**src/rtl/fifo_thresh.sv**
```systemverilog
// fifo_thresh: single-clock FIFO with programmable almost-full/almost-empty
// thresholds. Full/empty come from an occupancy counter rather than a
// pointer comparison. The read port is registered with one cycle of latency.
//
// Optional build macro FIFO_STICKY_ERR_EN:
//   defined   -> overflow/underflow latch high until reset
//   undefined -> overflow/underflow pulse for one cycle after the bad request
module fifo_thresh #(
    parameter int DATA_WIDTH       = 10,
    parameter int ADDR_WIDTH       = 3,
    parameter int ALMOST_FULL_LVL  = 6,
    parameter int ALMOST_EMPTY_LVL = 2
) (
    input  logic                  clk,
    input  logic                  reset,
    input  logic                  push,
    input  logic [DATA_WIDTH-1:0] data_in,
    input  logic                  pop,
    output logic [DATA_WIDTH-1:0] data_out,
    output logic                  valid_out,
    output logic                  fifo_empty,
    output logic                  fifo_full,
    output logic                  almost_full,
    output logic                  almost_empty,
    output logic [ADDR_WIDTH:0]   occupancy,
    output logic                  overflow,
    output logic                  underflow
);

    localparam int                DEPTH    = 1 << ADDR_WIDTH;
    localparam logic [ADDR_WIDTH:0] OCC_FULL = {1'b1, {ADDR_WIDTH{1'b0}}};

    logic [DATA_WIDTH-1:0] mem [DEPTH];
    logic [ADDR_WIDTH-1:0] wr_ptr;
    logic [ADDR_WIDTH-1:0] rd_ptr;

    logic is_empty;
    logic is_full;
    logic do_push;
    logic do_pop;
    logic ovf_event;
    logic unf_event;

    // Acceptance decisions use only registered occupancy, so a pop never
    // reads through a same-cycle push into an empty FIFO. A full FIFO may
    // still take a push when a pop frees a slot in the same cycle.
    assign is_empty  = (occupancy == '0);
    assign is_full   = (occupancy == OCC_FULL);
    assign do_pop    = pop && !is_empty;
    assign do_push   = push && (!is_full || do_pop);
    assign ovf_event = push && !do_push;
    assign unf_event = pop && is_empty;

    // Status flags are pure decodes of the occupancy register.
    assign fifo_empty   = is_empty;
    assign fifo_full    = is_full;
    assign almost_full  = (int'(occupancy) >= ALMOST_FULL_LVL);
    assign almost_empty = (int'(occupancy) <= ALMOST_EMPTY_LVL);

    // Storage array: written on accepted pushes only and never cleared.
    always_ff @(posedge clk) begin
        if (reset && do_push) begin
            mem[wr_ptr] <= data_in;
        end
    end

    // Pointers wrap naturally at the depth; occupancy tracks net push/pop.
    always_ff @(posedge clk) begin
        if (!reset) begin
            wr_ptr    <= '0;
            rd_ptr    <= '0;
            occupancy <= '0;
        end else begin
            if (do_push) begin
                wr_ptr <= wr_ptr + 1'b1;
            end
            if (do_pop) begin
                rd_ptr <= rd_ptr + 1'b1;
            end
            case ({do_push, do_pop})
                2'b10:   occupancy <= occupancy + 1'b1;
                2'b01:   occupancy <= occupancy - 1'b1;
                default: occupancy <= occupancy;
            endcase
        end
    end

    // Registered read port: data_out holds its value between accepted pops.
    always_ff @(posedge clk) begin
        if (!reset) begin
            data_out  <= '0;
            valid_out <= 1'b0;
        end else begin
            valid_out <= do_pop;
            if (do_pop) begin
                data_out <= mem[rd_ptr];
            end
        end
    end

    // Error reporting for rejected requests, either sticky or as pulses.
    always_ff @(posedge clk) begin
        if (!reset) begin
            overflow  <= 1'b0;
            underflow <= 1'b0;
        end else begin
`ifdef FIFO_STICKY_ERR_EN
            overflow  <= overflow  | ovf_event;
            underflow <= underflow | unf_event;
`else
            overflow  <= ovf_event;
            underflow <= unf_event;
`endif
        end
    end

endmodule

```
**config.mk**
```make
export PLATFORM = sky130hd
export DESIGN_NAME = fifo_thresh
export DESIGN_NICKNAME = d
export VERILOG_FILES = /design/src/rtl/fifo_thresh.sv
export SDC_FILE = /design/constraint.sdc
export NUM_CORES = 1
export LEC_CHECK = 0
export BUFFER_PORTS_ARGS = -buffer_cell sky130_fd_sc_hd__buf_4
export CAP_MARGIN = 30
export CORE_MARGIN = 4
export CORE_UTILIZATION = 63
export DETAILED_ROUTE_END_ITERATION = 16
export GPL_TIMING_DRIVEN = 0
export PLACE_DENSITY = 0.81
export SYNTH_ARGS = -nofsm -noshare
export SYNTH_HDL_FRONTEND = slang
export SYNTH_SLANG_ARGS = --single-unit
```
**constraint.sdc**
```tcl
create_clock -name clk -period 3.7 [get_ports clk]
set_input_delay 0.37 -clock clk [delete_from_list [all_inputs] [get_ports clk]]
set_output_delay 0.37 -clock clk [all_outputs]
set_load 0.03 [all_outputs]
```
==> flow_metrics.env, run 1 <==
export IMPL_holdPathStages=1
export IMPL_worst_setup_path_type="register to register"
export IMPL_synth_edf_count=80
export IMPL_postLayoutCoreUtil_pct=74.2
export IMPL_drt_iter0_drc=194
export IMPL_synth_ff_latch_count=103
export IMPL_cts_sinks=103
export IMPL_synthCells=241
export IMPL_n_antenna_cell=0
export IMPL_htree_num_levels=3
export IMPL_grt_use_met1_pct=28.0
export IMPL_fillers=388
export IMPL_grt_use_met2_pct=37.3
export IMPL_grt_setup_unrepaired="no"
export IMPL_maxCapViolCount=0
export IMPL_tns_ps=0
export IMPL_cts_root_buf="clkbuf_8"
export IMPL_grt_pass1_vias=2260
export IMPL_async_flop_share_pct=0
export IMPL_syn2layout_area_growth_pct=15.2
export IMPL_syn_area_per_cell_um2=16.9
export IMPL_reg2reg_depth=9
export IMPL_critPathCaptureType="register"
export IMPL_wl_per_cell_um=20.8
export IMPL_p_total_mw=3.05
export IMPL_clock_latency_ps=360
export IMPL_antenna_found_initial=0
export IMPL_die_w_um=88.4
export IMPL_routed_wl_mm=7.75
export IMPL_numCtsBuffers=9
export IMPL_start_util_pct=64.4
export IMPL_netlist_area_um2=4070
export IMPL_clock_tree_buffer_depth=2
export IMPL_status="finished, final reports clean"
export IMPL_final_common_cell="edfxtp_1"
export IMPL_synth_warnings=0
export IMPL_die_h_um=88.4
export IMPL_layout_min_cycle_time_ps=2410
export IMPL_ir_drop_mv=0.541
export IMPL_grt_pass1_wl_mm=12.2
export IMPL_final_layout_size_suffix_gt1_share_pct=30.1
export IMPL_drtPass1Iterations=4
export IMPL_crit_fanout=9
export IMPL_power_density_nw_per_um2=651
export IMPL_busiest_layer="met2"
export IMPL_p_leak_nw=1.61
export IMPL_ys_seq_area_share_pct=70.4
export IMPL_post_cts_setup_buffers=0
export IMPL_io_pins=35
export IMPL_overflow=0
export IMPL_num_rows=29
export IMPL_cp_required_ps=3990
export IMPL_cts_hold_fix_buffers=0
export IMPL_final_antenna_net_count=0
export IMPL_syn_num_nets=260
export IMPL_critPathLaunchType="register"
export IMPL_period_share_pct=65.1
export IMPL_fin_skew_ps=10.0
export IMPL_fmax_mhz=415
export IMPL_hold_violations=0
export IMPL_cts_tree="yes"
export IMPL_drc_errors=0
export IMPL_crit_arrival_ps=2700
export IMPL_hold_path_class="input pin to register"
export IMPL_clk_pin_slew_ps=100
export IMPL_final_cell_mix="edfxtp_1 (80), buf_4 (35), dfxtp_1 (23)"
export IMPL_synthDistinctLibCells=33
export IMPL_io_buffers=31
export IMPL_setup_violations=0
export IMPL_gr_usage_all_layers_pct=22.0
export IMPL_via_per_inst=5.91
export IMPL_layout_nets=310
export IMPL_vias=2204
export IMPL_met3_usage_pct=6.70
export IMPL_drv_slew=0
export IMPL_synth_flop_cell="edfxtp_1"
export IMPL_timing_slew_headroom_pct=39.1
export IMPL_die_area_um2=7810
export IMPL_tightestPinTransition_ps=914
export IMPL_dpl_hpwl_mm=5.29
export IMPL_floorplan_core_area_um2=6310
export IMPL_cts_resized=0
export IMPL_grt_max_degree=19
export IMPL_gp_congestion=0.762
-- worst max-delay path, cell delays in order, from the launching register on --
cell,delay [ps]
dfxtp_1,320
buf_2,170
o41a_1,540
nand2b_1,190
inv_1,80
ha_1,270
a21o_1,170
a21oi_1,170
mux2i_1,230
mux2i_1,200
-- layout make-up --
type	count	area (um^2)	area share (%)
Timing Repair Buffer	39	312	6.65
Clock inverter	7	52.6	1.12
Buffer	17	81.3	1.74
Inverter	6	22.5	0.481
Multi-Input combinational cell	115	1130	24.2
Clock buffer	9	124	2.64
Sequential cell	103	2860	61.1
Tap cell	77	96.3	2.06
-- kinds of logic (layout without fill, tap and decap cells) --
kind of cell | after synthesis | count (layout) | share of synthesized area (%)
compound gates | 37 | 37 | 5.75
xor+xnor | 6 | 6 | 1.29
fa+ha+maj | 5 | 5 | 1.72
buf+inv | 23 | 78 | 2.55
flops | 103 | 103 | 70.4
mux | 33 | 33 | 14.3
simple gates | 34 | 34 | 4.03
-- power by group --
| group | total (mW) | leakage, nW | internal, mW | switching [mW] |
|---|---|---|---|---|
| Clock | 0.627 | 0.0872 | 0.251 | 0.376 |
| Combinational | 1.02 | 0.612 | 0.434 | 0.590 |
| Sequential | 1.40 | 0.912 | 1.34 | 0.0558 |
| Total | 3.05 | 1.61 | 2.03 | 1.02 |
-- registers in the layout, indices dropped and copies added, names as in the netlist --
signal and count:
underflow 1, occupancy 4, wr_ptr 3, data_out 10, mem 80, valid_out 1, overflow 1, rd_ptr 3
-- per-layer routing --
layer,wire [um],share of wire (%)
met5,0,0
met1,2920,38
met4,55,0.71
met2,4150,54
met3,629,8.1
-- synth_stat cells (2+ instances only) --
library cell  instances  area [um^2]
o211ai_1              2         15.0
o21ai_0              12         60.1
nor3_1                6         30.0
edfxtp_1             80         2400
nor2_1               10         37.5
buf_2                 5         25.0
dfxtp_1              23          460
a21oi_1              14         70.1
mux2i_1              13          130
inv_1                 6         22.5
ha_1                  4         50.1
xnor2_1               4         35.0
nor4_1                3         18.8
a211oi_1              2         15.0
clkbuf_1             10         37.5
nand2_1               8         30.0
a21o_1                2         15.0
xor2_1                2         17.5
mux4_2               20          450
nand2b_1              2         12.5
-- path summary, 6_finish.rpt --
path / startpoint / end / slack (ps)
worst max register to register: occupancy[3]$_SDFFE_PN0P_ / occupancy[3]$_SDFFE_PN0P_ / 1290
worst max-delay path: occupancy[3]$_SDFFE_PN0P_ / occupancy[3]$_SDFFE_PN0P_ / 1290
worst min-delay path: data_in[9] / mem[5][9]$_DFFE_PP_ / 230
worst min register to register: data_out[0]$_SDFFE_PN0P_ / data_out[0]$_SDFFE_PN0P_ / 560
-- stage by stage --
| stage | cell area, um^2 | worst slack, ps | hold WS (ps) | instances |
|---|---|---|---|---|
| 2_1_floorplan | 4070 | 1130 | 469 | 241 |
| 3_3_place_gp | 4400 | 458 | 526 | 349 |
| 3_5_place_dp | 4510 | 1260 | 535 | 357 |
| 4_1_cts | 4680 | 1290 | 215 | 373 |
| 5_1_grt | 4680 | 1130 | 209 | 373 |
| 6_report | 4680 | 1290 | 233 | 373 |
No activity file was read; power rests on OpenSTA's default activity.
==> run 2: changes to the inputs <==
- CORE_UTILIZATION: 63 -> 53
- PLACE_DENSITY: 0.81 -> 0.72
- clock period: 3.7 -> 2.2 ns (I/O delays scaled with it)
==> run 2 against run 1 <==
- hold slack lost 160 ps
- via count grew 2.3%
- clock skew increased by 2.9 ps
- worst setup slack worse by 1200 ps
- global-route usage down 2.7 points
- non-clock buffer count rose by 3
- flip-flop and latch count unchanged
- register-to-register slack worse by 1200 ps
- total power increased by 73%
- critical path depth stayed put
- critical path type unchanged
==> flow_metrics.env, run 2 (synthesis gave the netlist of run 1 again) <==
export IMPL_largest_register_ffs=80
export IMPL_drt_iter0_drc=159
export IMPL_pwr_share_clk_pct=21.8
export IMPL_power_density_nw_per_um2=1100
export IMPL_reg2reg_depth=9
export IMPL_via_per_inst=5.66
export IMPL_cp_required_ps=2490
export IMPL_maxCapViolCount=0
export IMPL_top_regs="mem: 80 flops, data_out: 10 flops, occupancy: 4 flops"
export IMPL_path_buf_inv=2
export IMPL_crit_arrival_ps=2410
export IMPL_ir_drop_mv=0.589
export IMPL_r2r_end="occupancy[3]$_SDFFE_PN0P_"
export IMPL_status="finished, final reports clean"
export IMPL_hold_path_class="input pin to register"
export IMPL_cts_tree="yes"
export IMPL_swShare_pct=34.3
export IMPL_grt_pass1_vias=2223
export IMPL_critPathCaptureType="register"
export IMPL_tns_ps=0
export IMPL_fmax_mhz=473
export IMPL_clk_pin_slew_ps=110
export IMPL_final_common_cell="edfxtp_1"
export IMPL_drtPass1Iterations=4
export IMPL_antenna_found_initial=0
export IMPL_combPwrFrac_pct=33.1
export IMPL_io_pins=35
export IMPL_hold_violations=0
export IMPL_io_buffers=31
export IMPL_period_share_pct=96.1
export IMPL_p_total_mw=5.29
export IMPL_drv_slew=0
export IMPL_holdPathStages=1
export IMPL_numCtsBuffers=9
export IMPL_floorplan_core_area_um2=7370
export IMPL_worst_setup_path_type="register to register"
export IMPL_vias=2254
export IMPL_n_antenna_cell=0
export IMPL_wl_per_cell_um=19.9
export IMPL_seqPwrFrac_pct=45.1
export IMPL_min_to="mem[6][2]$_DFFE_PP_"
export IMPL_grt_setup_unrepaired="yes"
export IMPL_grt_pass1_wl_mm=12.4
export IMPL_timing_slew_headroom_pct=40.7
export IMPL_clock_tree_buffer_depth=2
export IMPL_htree_num_levels=3
export IMPL_layout_nets=313
export IMPL_clock_latency_ps=370
export IMPL_critical_path_cell_chain="buf_6, o41a_1, nand2b_1, inv_2, ha_1, a21o_1, a21oi_2, mux2i_1, mux2i_1"
export IMPL_fin_skew_ps=12.9
export IMPL_final_antenna_net_count=0
export IMPL_gp_congestion=0.717
export IMPL_r2r_start="occupancy[0]$_SDFFE_PN0P_"
export IMPL_max_stage_delay_ps=420
export IMPL_drc_errors=0
export IMPL_grt_max_degree=21
export IMPL_setup_violations=0
export IMPL_final_cell_mix="edfxtp_1 (80), buf_4 (35), mux4_2 (20), dfxtp_1 (20)"
export IMPL_critPathLaunchType="register"
export IMPL_p_int_mw=3.47
export IMPL_crit_family="compound AO/OA/AOI/OAI gates"
export IMPL_die_area_um2=9140
export IMPL_overflow=0
export IMPL_final_layout_size_suffix_gt1_share_pct=33.4
export IMPL_routed_wl_mm=7.92
export IMPL_largest_register="mem"
export IMPL_cts_root_buf="clkbuf_8"
export IMPL_start_util_pct=55.2
export IMPL_syn2layout_area_growth_pct=18.3
export IMPL_rrSetupSlack_ps=90
export IMPL_die_h_um=95.6
export IMPL_hp_start="data_in[2]"
export IMPL_dpl_hpwl_mm=5.22
export IMPL_switchingPower_mw=1.81
export IMPL_num_rows=31
export IMPL_die_w_um=95.6
export IMPL_tightestPinTransition_ps=889
export IMPL_layout_min_cycle_time_ps=2110
export IMPL_gr_usage_all_layers_pct=19.3
export IMPL_crit_slowest_cell="o41a_1"
export IMPL_cts_sinks=103
export IMPL_path_common_cell="mux2i_1"
export IMPL_crit_fanout=10
export IMPL_p_leak_nw=1.64
-- run 2: power by group through the flow --
stage / Clock [mW] / Combinational, mW / Sequential [mW]
2_1_floorplan: 0 / 1.02 / 2.61
3_3_place_gp: 0 / 1.72 / 2.41
3_5_place_dp: 0 / 1.76 / 2.41
4_1_cts: 1.18 / 1.78 / 2.37
5_1_grt: 1.27 / 1.90 / 2.41
6_report: 1.15 / 1.75 / 2.39
-- run 2: how the worst max path moves through the flow --
stage	endpoint	slack, ps	cells past startpoint	from
2_1_floorplan	mem[1][0]$_DFFE_PP_	-260	5	occupancy[3]$_SDFFE_PN0P_
3_3_place_gp	mem[2][3]$_DFFE_PP_	-1190	5	occupancy[3]$_SDFFE_PN0P_
3_5_place_dp	occupancy[3]$_SDFFE_PN0P_	-120	9	occupancy[2]$_SDFFE_PN0P_
4_1_cts	occupancy[3]$_SDFFE_PN0P_	-80	9	occupancy[2]$_SDFFE_PN0P_
5_1_grt	occupancy[3]$_SDFFE_PN0P_	-10	9	occupancy[2]$_SDFFE_PN0P_
6_report	occupancy[3]$_SDFFE_PN0P_	90	9	occupancy[0]$_SDFFE_PN0P_
-- run 2: metrics by stage --
stage                     util, %  std cells  hold slack [ps]  area (um^2)  setup WS (ps)
after floorplan                 -        241              319         4090           -265
after detailed placement     61.9        379              453         4560           -123
after CTS                    65.1        397             59.5         4800          -84.7
final                        65.3        398             75.0         4810           85.4
after global routing         65.3        398             52.5         4810          -14.1
after global placement       60.4        371              452         4450          -1190
-- run 2: worst reg2reg max path, delay by kind of cell, from the launching register on --
kind,cells,cell delay [ps]
AO/OA/AOI/OAI,3,720
multiplexers,2,420
flip-flops,1,330
adder cells (fa/ha/maj),1,260
buffers and inverters,2,180
AND/OR/NAND/NOR,1,120
-- run 2: per-layer routing --
layer  share of wire [%]  global-route usage [%]
met3                 4.4                    3.87
met4                 1.3                    6.87
met1                  41                    24.6
met2                  54                    32.9
met5                   0                       0
-- run 2: repair_timing --
action	4_1_cts	5_1_grt
resized for setup	2	3
hold endpoints to repair	0	0
setup buffers	2	2
endpoints found under the setup margin	23	13
hold buffers	0	0
pin swaps	1	2
-- run 2: area by class of cell --
| type | instances | area (um^2) |
|---|---|---|
| timing repair buffer | 43 | 353 |
| clock inverter | 7 | 77.6 |
| fill | 533 | 2560 |
| inverter | 6 | 22.5 |
| buffer | 16 | 80.1 |
| multi-input combinational | 115 | 1160 |
| sequential | 103 | 2870 |
| clock buffer | 9 | 124 |
| tap | 99 | 124 |
